==> src/rtl/apb_pkg.sv <==
// Shared types and default widths for the APB requester and its bus interface.
package apb_pkg;

  localparam int APB_ADDWIDTH  = 8;
  localparam int APB_DATAWIDTH = 32;

  typedef enum logic [1:0] {
    IDLE   = 2'd0,
    SETUP  = 2'd1,
    ACCESS = 2'd2
  } apb_state_t;

endpackage

==> src/rtl/apb_if.sv <==
// APB4 bus between one requester and one completer.
interface apb_if
  import apb_pkg::*;
#(
  parameter int ADDWIDTH  = APB_ADDWIDTH,
  parameter int DATAWIDTH = APB_DATAWIDTH
);

  logic                   PSEL;
  logic                   PENABLE;
  logic                   PWRITE;
  logic [ADDWIDTH-1:0]    PADDR;
  logic [DATAWIDTH-1:0]   PWDATA;
  logic [DATAWIDTH/8-1:0] PSTRB;
  logic                   PREADY;
  logic [DATAWIDTH-1:0]   PRDATA;

  modport master (
    output PSEL, PENABLE, PWRITE, PADDR, PWDATA, PSTRB,
    input  PREADY, PRDATA
  );

  modport slave (
    input  PSEL, PENABLE, PWRITE, PADDR, PWDATA, PSTRB,
    output PREADY, PRDATA
  );

endinterface

==> src/rtl/apb_wait_timer.sv <==
// Saturating ACCESS wait counter; 'expired' flags the wait cycle whose count reaches TIMEOUT.
module apb_wait_timer #(
  parameter int TIMEOUT = 16
) (
  input  logic PCLK,
  input  logic PRESETn,
  input  logic clr,
  input  logic en,
  output logic expired
);

  localparam int CW = (TIMEOUT > 0) ? $clog2(TIMEOUT + 1) : 1;
  localparam logic [CW-1:0] CNT_MAX  = (TIMEOUT > 0) ? CW'(TIMEOUT) : '1;
  localparam logic [CW-1:0] CNT_LAST = (TIMEOUT > 0) ? CW'(TIMEOUT - 1) : '0;

  logic [CW-1:0] cnt_q;

  always_ff @(posedge PCLK or negedge PRESETn) begin
    if (!PRESETn) begin
      cnt_q <= '0;
    end else if (clr) begin
      cnt_q <= '0;
    end else if (en && (cnt_q != CNT_MAX)) begin
      cnt_q <= cnt_q + 1'b1;
    end
  end

  // Abort decided on the same edge the count would reach TIMEOUT.
  assign expired = (TIMEOUT != 0) && en && (cnt_q == CNT_LAST);

endmodule

==> src/rtl/apb_master.sv <==
// Single-outstanding APB4 requester: valid/ready command in, SETUP/ACCESS transfer out,
// one-cycle response pulse carrying read data or a timeout error.
module apb_master
  import apb_pkg::*;
#(
  parameter int ADDWIDTH  = APB_ADDWIDTH,
  parameter int DATAWIDTH = APB_DATAWIDTH,
  parameter int TIMEOUT   = 16
) (
  input  logic                   PCLK,
  input  logic                   PRESETn,
  input  logic                   cmd_valid,
  output logic                   cmd_ready,
  input  logic                   cmd_write,
  input  logic [ADDWIDTH-1:0]    cmd_addr,
  input  logic [DATAWIDTH-1:0]   cmd_wdata,
  input  logic [DATAWIDTH/8-1:0] cmd_strb,
  output logic                   rsp_valid,
  output logic [DATAWIDTH-1:0]   rsp_rdata,
  output logic                   rsp_err,
  apb_if.master                  apb
);

  apb_state_t state_q, state_d;
  logic       ready_q;
  logic       accept;
  logic       done;
  logic       wait_en;
  logic       expire;

  assign accept  = cmd_valid && cmd_ready;
  assign done    = (state_q == ACCESS) && apb.PREADY;
  assign wait_en = (state_q == ACCESS) && !apb.PREADY;

  apb_wait_timer #(.TIMEOUT(TIMEOUT)) u_timer (
    .PCLK    (PCLK),
    .PRESETn (PRESETn),
    .clr     (accept),
    .en      (wait_en),
    .expired (expire)
  );

  // ready_q keeps cmd_ready low until the first edge after reset release.
  always_ff @(posedge PCLK or negedge PRESETn) begin
    if (!PRESETn) begin
      state_q <= IDLE;
      ready_q <= 1'b0;
    end else begin
      state_q <= state_d;
      ready_q <= 1'b1;
    end
  end

  always_comb begin
    state_d     = state_q;
    cmd_ready   = 1'b0;
    apb.PSEL    = 1'b0;
    apb.PENABLE = 1'b0;
    unique case (state_q)
      IDLE: begin
        cmd_ready = ready_q;
        if (cmd_valid && ready_q) state_d = SETUP;
      end
      SETUP: begin
        apb.PSEL = 1'b1;
        state_d  = ACCESS;
      end
      ACCESS: begin
        apb.PSEL    = 1'b1;
        apb.PENABLE = 1'b1;
        if (apb.PREADY || expire) state_d = IDLE;
      end
      default: state_d = IDLE;
    endcase
  end

  // Command capture: pins stay put through SETUP/ACCESS and hold in IDLE.
  always_ff @(posedge PCLK or negedge PRESETn) begin
    if (!PRESETn) begin
      apb.PADDR  <= '0;
      apb.PWRITE <= 1'b0;
      apb.PWDATA <= '0;
      apb.PSTRB  <= '0;
    end else if (accept) begin
      apb.PADDR  <= cmd_addr;
      apb.PWRITE <= cmd_write;
      apb.PWDATA <= cmd_write ? cmd_wdata : '0;
      apb.PSTRB  <= cmd_write ? cmd_strb  : '0;
    end
  end

  // Response stage
  always_ff @(posedge PCLK or negedge PRESETn) begin
    if (!PRESETn) begin
      rsp_valid <= 1'b0;
      rsp_rdata <= '0;
      rsp_err   <= 1'b0;
    end else begin
      rsp_valid <= done || expire;
      if (done) begin
        rsp_err   <= 1'b0;
        rsp_rdata <= apb.PWRITE ? '0 : apb.PRDATA;
      end else if (expire) begin
        rsp_err   <= 1'b1;
        rsp_rdata <= '0;
      end
    end
  end

endmodule

==> src/flat_wrapper.sv <==
// flat-port wrapper written by rule: the top's interface ports become plain ports
module apb_master_flat import apb_pkg::*;
#(
  parameter int ADDWIDTH  = APB_ADDWIDTH,
  parameter int DATAWIDTH = APB_DATAWIDTH,
  parameter int TIMEOUT   = 16
)
  (PCLK, PRESETn, cmd_valid, cmd_ready, cmd_write, cmd_addr, cmd_wdata, cmd_strb, rsp_valid, rsp_rdata, rsp_err, apb_PSEL, apb_PENABLE, apb_PWRITE, apb_PADDR, apb_PWDATA, apb_PSTRB, apb_PREADY, apb_PRDATA);
  apb_if #(.ADDWIDTH(ADDWIDTH), .DATAWIDTH(DATAWIDTH)) apb_i ();
  input  logic PCLK;
  input  logic PRESETn;
  input  logic cmd_valid;
  output logic cmd_ready;
  input  logic cmd_write;
  input  logic [ADDWIDTH-1:0] cmd_addr;
  input  logic [DATAWIDTH-1:0] cmd_wdata;
  input  logic [DATAWIDTH/8-1:0] cmd_strb;
  output logic rsp_valid;
  output logic [DATAWIDTH-1:0] rsp_rdata;
  output logic rsp_err;
  output wire logic [$bits(apb_i.PSEL)-1:0] apb_PSEL;
  output wire logic [$bits(apb_i.PENABLE)-1:0] apb_PENABLE;
  output wire logic [$bits(apb_i.PWRITE)-1:0] apb_PWRITE;
  output wire logic [$bits(apb_i.PADDR)-1:0] apb_PADDR;
  output wire logic [$bits(apb_i.PWDATA)-1:0] apb_PWDATA;
  output wire logic [$bits(apb_i.PSTRB)-1:0] apb_PSTRB;
  input wire logic [$bits(apb_i.PREADY)-1:0] apb_PREADY;
  input wire logic [$bits(apb_i.PRDATA)-1:0] apb_PRDATA;
  assign apb_PSEL = apb_i.PSEL;
  assign apb_PENABLE = apb_i.PENABLE;
  assign apb_PWRITE = apb_i.PWRITE;
  assign apb_PADDR = apb_i.PADDR;
  assign apb_PWDATA = apb_i.PWDATA;
  assign apb_PSTRB = apb_i.PSTRB;
  assign apb_i.PREADY = apb_PREADY;
  assign apb_i.PRDATA = apb_PRDATA;
  apb_master #(.ADDWIDTH(ADDWIDTH), .DATAWIDTH(DATAWIDTH), .TIMEOUT(TIMEOUT)) u_core (.PCLK(PCLK), .PRESETn(PRESETn), .cmd_valid(cmd_valid), .cmd_ready(cmd_ready), .cmd_write(cmd_write), .cmd_addr(cmd_addr), .cmd_wdata(cmd_wdata), .cmd_strb(cmd_strb), .rsp_valid(rsp_valid), .rsp_rdata(rsp_rdata), .rsp_err(rsp_err), .apb(apb_i));
endmodule
==> config.mk <==
export PLATFORM = sky130hd
export DESIGN_NAME = apb_master_flat
export DESIGN_NICKNAME = d
export VERILOG_FILES = /design/src/rtl/apb_pkg.sv /design/src/rtl/apb_if.sv /design/src/rtl/apb_wait_timer.sv /design/src/rtl/apb_master.sv /design/src/flat_wrapper.sv
export SDC_FILE = /design/constraint.sdc
export NUM_CORES = 1
export LEC_CHECK = 0
export BUFFER_PORTS_ARGS = -buffer_cell sky130_fd_sc_hd__buf_2
export CORE_ASPECT_RATIO = 1.4
export CORE_UTILIZATION = 42
export DETAILED_ROUTE_END_ITERATION = 6
export PLACE_DENSITY_LB_ADDON = 0.08
export SYNTH_ARGS = -nofsm -noshare
export SYNTH_HDL_FRONTEND = slang
export SYNTH_SLANG_ARGS = --single-unit
==> constraint.sdc <==
create_clock -name PCLK -period 1.7 [get_ports PCLK]
set_input_delay 0.34 -clock PCLK [delete_from_list [all_inputs] [get_ports PCLK]]
set_output_delay 0.34 -clock PCLK [all_outputs]
set_load 0.01 [all_outputs]
==> impl_metrics.env <==
export IMPL_status="finished clean"
export IMPL_cts_root_buffer="clkbuf_8"
export IMPL_critPathLaunch="u_core.u_timer.cnt_q[1]"
export IMPL_cap_viol_max_count=0
export IMPL_vias=2926
export IMPL_port_buffers=162
export IMPL_final_max_slew_viol_count=0
export IMPL_grtUsageTotal_pct=19.73
export IMPL_r2r_cells=6
export IMPL_gp_congestion=0.8148
export IMPL_cp_cell_sequence="ha_2 -> and3_4 -> ha_4 -> nor3b_2 -> a21oi_1 -> mux2_1"
export IMPL_dp_hpwl_um=5818
export IMPL_synth_cell_types=32
export IMPL_cp_arrival_ps=1840
export IMPL_cp_slowest_cell="dfrtp_1"
export IMPL_max_freq_mhz=614.5
export IMPL_ys_warn_count=0
export IMPL_grt_antenna_before_repair=0
export IMPL_cp_required_ps=1920
export IMPL_antenna_left=0
export IMPL_whs_path_depth=3
export IMPL_power_density_nw_per_um2=1649
export IMPL_grt_start_max_net_pins=39
export IMPL_worstSetupEndpointType="flip-flop"
export IMPL_drt_total_wl_um=8031
export IMPL_hold_end="u_core.apb.PADDR[4]"
export IMPL_avgRoutedWirePerCell_um=13.63
export IMPL_synth_main_ff_cell="dfrtp_1"
export IMPL_syn_area_um2=3437
export IMPL_finalSetupViolCount=0
export IMPL_gr_total_overflow=0
export IMPL_area_growth_pct=35.06
export IMPL_cts_inserted_buffers=9
export IMPL_worstSetupPathType="flip-flop to flip-flop"
export IMPL_clk_pin_slew_ps=70
export IMPL_clock_latency_ps=340
export IMPL_synthTopCellsByArea="dfrtp_1, nand2_1, a22o_1, nand3_1, ha_1"
export IMPL_diodes=0
export IMPL_drt_pass1_iter_count=4
export IMPL_start_kind="flip-flop"
export IMPL_synth_cells=321
export IMPL_maxSlewHeadroom_pct=58.14
export IMPL_via_per_inst=4.968
export IMPL_synthTopCellsByCount="nand2_1, dfrtp_1, nand3_1"
export IMPL_tightestPinTransition_ps=627.8
export IMPL_cts_max_level=3
export IMPL_yosysMostFrequentCell="nand2_1"
export IMPL_die_width_um=78.46
export IMPL_syn_nets=408
export IMPL_drc=0
export IMPL_layout_nets=574
export IMPL_r2r_slack_ps=70
export IMPL_fin_util_pct=59.17
export IMPL_dieArea_um2=8554
export IMPL_core_um2=7845
export IMPL_synth_area_per_cell_um2=10.71
export IMPL_fin_crit_sh_pct=95.73
export IMPL_layout_drive_gt1_share_pct=40.70
export IMPL_grtUsageMet1_pct=22.73
export IMPL_ys_ff_latch=87
export IMPL_dp_cells=574
export IMPL_hp_class="input port to flip-flop"
export IMPL_cts_path_max_buffers=2
export IMPL_grt_pass1_wl_um=12880
export IMPL_use_met2_pct=34.27
export IMPL_timing_rr_start="u_core.u_timer.cnt_q[1]"
export IMPL_pre_cts_ws_ps=16.35
export IMPL_grt_pass1_vias=2781
export IMPL_leakagePower_uw=0.002646
export IMPL_grtUsageMet3_pct=4.351
export IMPL_setup_tns_ps=0
export IMPL_stdcell_count=589
export IMPL_r2r_end="u_core.state_q[1]"
export IMPL_ir_drop_mv=0.7350
export IMPL_finalCriticalPeriod_ps=1627
export IMPL_drt_iter0_markers=79
export IMPL_max_stage_delay_ps=400
export IMPL_critical_path_peak_fanout=3
export IMPL_hp_start="cmd_addr[4]"
export IMPL_synthArstFlopShare_pct=100.0
export IMPL_clkSinkCount=87
export IMPL_synth_top_cell_by_area="dfrtp_1"
export IMPL_cts_tree="built"
export IMPL_initial_core_util_pct=43.81
export IMPL_io_pins=163
export IMPL_synth_edff_count=0
export IMPL_hold_violations=0
export IMPL_die_y_um=109.0
export IMPL_rows=38
export IMPL_skew_ps=6.102
export IMPL_rsz0062_at_grt="yes"
export IMPL_finalWorstSetupSlack_ps=72.65
export IMPL_busiest_layer="met2"
export IMPL_synth_top_area_share_pct=63.34
export IMPL_yosysSeqAreaShare_pct=63.34
worst max-delay path, delay by kind of cell, from the launching register on:
kind            cells  cell delay [ps]
mux                 1              320
compound gates      1               70
fa+ha+maj           2              350
flops               1              400
simple gates        2              380
cells in the final DEF, fill, tap and decap left out, types with 2 or more instances in the layout:
master,n
a21oi_1,5
a22o_1,32
buf_12,6
buf_2,161
buf_4,8
clkbuf_8,10
clkinv_2,2
dfrtp_1,87
ha_1,2
ha_2,2
ha_4,2
inv_1,6
nand2_1,101
nand3_1,38
nor2_1,2
o21ai_0,2
registers in the layout, indices dropped and copies added (netlist names):
name / flops
u_core.apb.PWDATA: 32
u_core.u_timer.cnt_q: 5
u_core.apb.PWRITE: 1
u_core.apb.PSTRB: 4
u_core.ready_q: 1
u_core.rsp_rdata: 32
u_core.rsp_err: 1
u_core.rsp_valid: 1
u_core.apb.PADDR: 8
u_core.state_q: 2
logic make-up after synthesis:
family	Yosys count	synth area share [%]
buffers and inverters	28	4.041
adders and majority gates	6	2.184
muxes	1	0.3276
AOI/OAI and AO/OA	45	10.56
and+or+nand+nor	153	19.44
other	1	0.1091
DFF	87	63.34
worst max path at each step:
stage,endpoint,slack [ps],cells past startpoint
6_report,u_core.state_q[1],70,6
5_1_grt,u_core.state_q[1],-10,6
4_1_cts,apb_PENABLE,3,3
3_5_place_dp,u_core.state_q[1],20,6
3_3_place_gp,u_core.state_q[1],60,6
2_1_floorplan,u_core.state_q[1],30,6
report_power, final:
part | leakage, uW | switching, uW | internal (uW)
combinational | 0.00144 | 1600 | 1430
sequential | 0.00113 | 481 | 2970
clock | 0.0000809 | 627 | 542
total | 0.00265 | 2710 | 4950
final cells by class:
cell class | instances | area (um2)
Timing Repair Buffer | 176 | 996.0
Clock inverter | 2 | 10.01
Multi-Input combinational cell | 206 | 1166
Sequential cell | 87 | 2177
Inverter | 7 | 26.28
Fill cell | 719 | 3203
Clock buffer | 11 | 141.4
Tap cell | 100 | 125.1
layer usage:
layer | wire, um | vias up
met5 | 0 | -
met4 | 142 | 0
met3 | 449 | 9
met2 | 4050 | 109
met1 | 3389 | 1402
li1 | - | 1406
timing repair:
item	4_1_cts	5_1_grt
resized for setup	1	7
setup buffers	0	1
pin swaps	0	2
hold buffers	1	0
endpoints found under the hold margin	29	0
endpoints found under the setup margin	2	13
metrics by stage:
step / instance area, um2 / hold slack (ps) / total power (uW)
floorplan: 3437 / 44.41 / 5085
global placement: 4438 / 306.5 / 6400
detailed placement: 4438 / 302.7 / 6505
CTS: 4602 / 162.9 / 7723
global route: 4642 / 174.2 / 8246
finish: 4642 / 184.8 / 7656
Note: power is estimated with default switching activity, not from simulation.
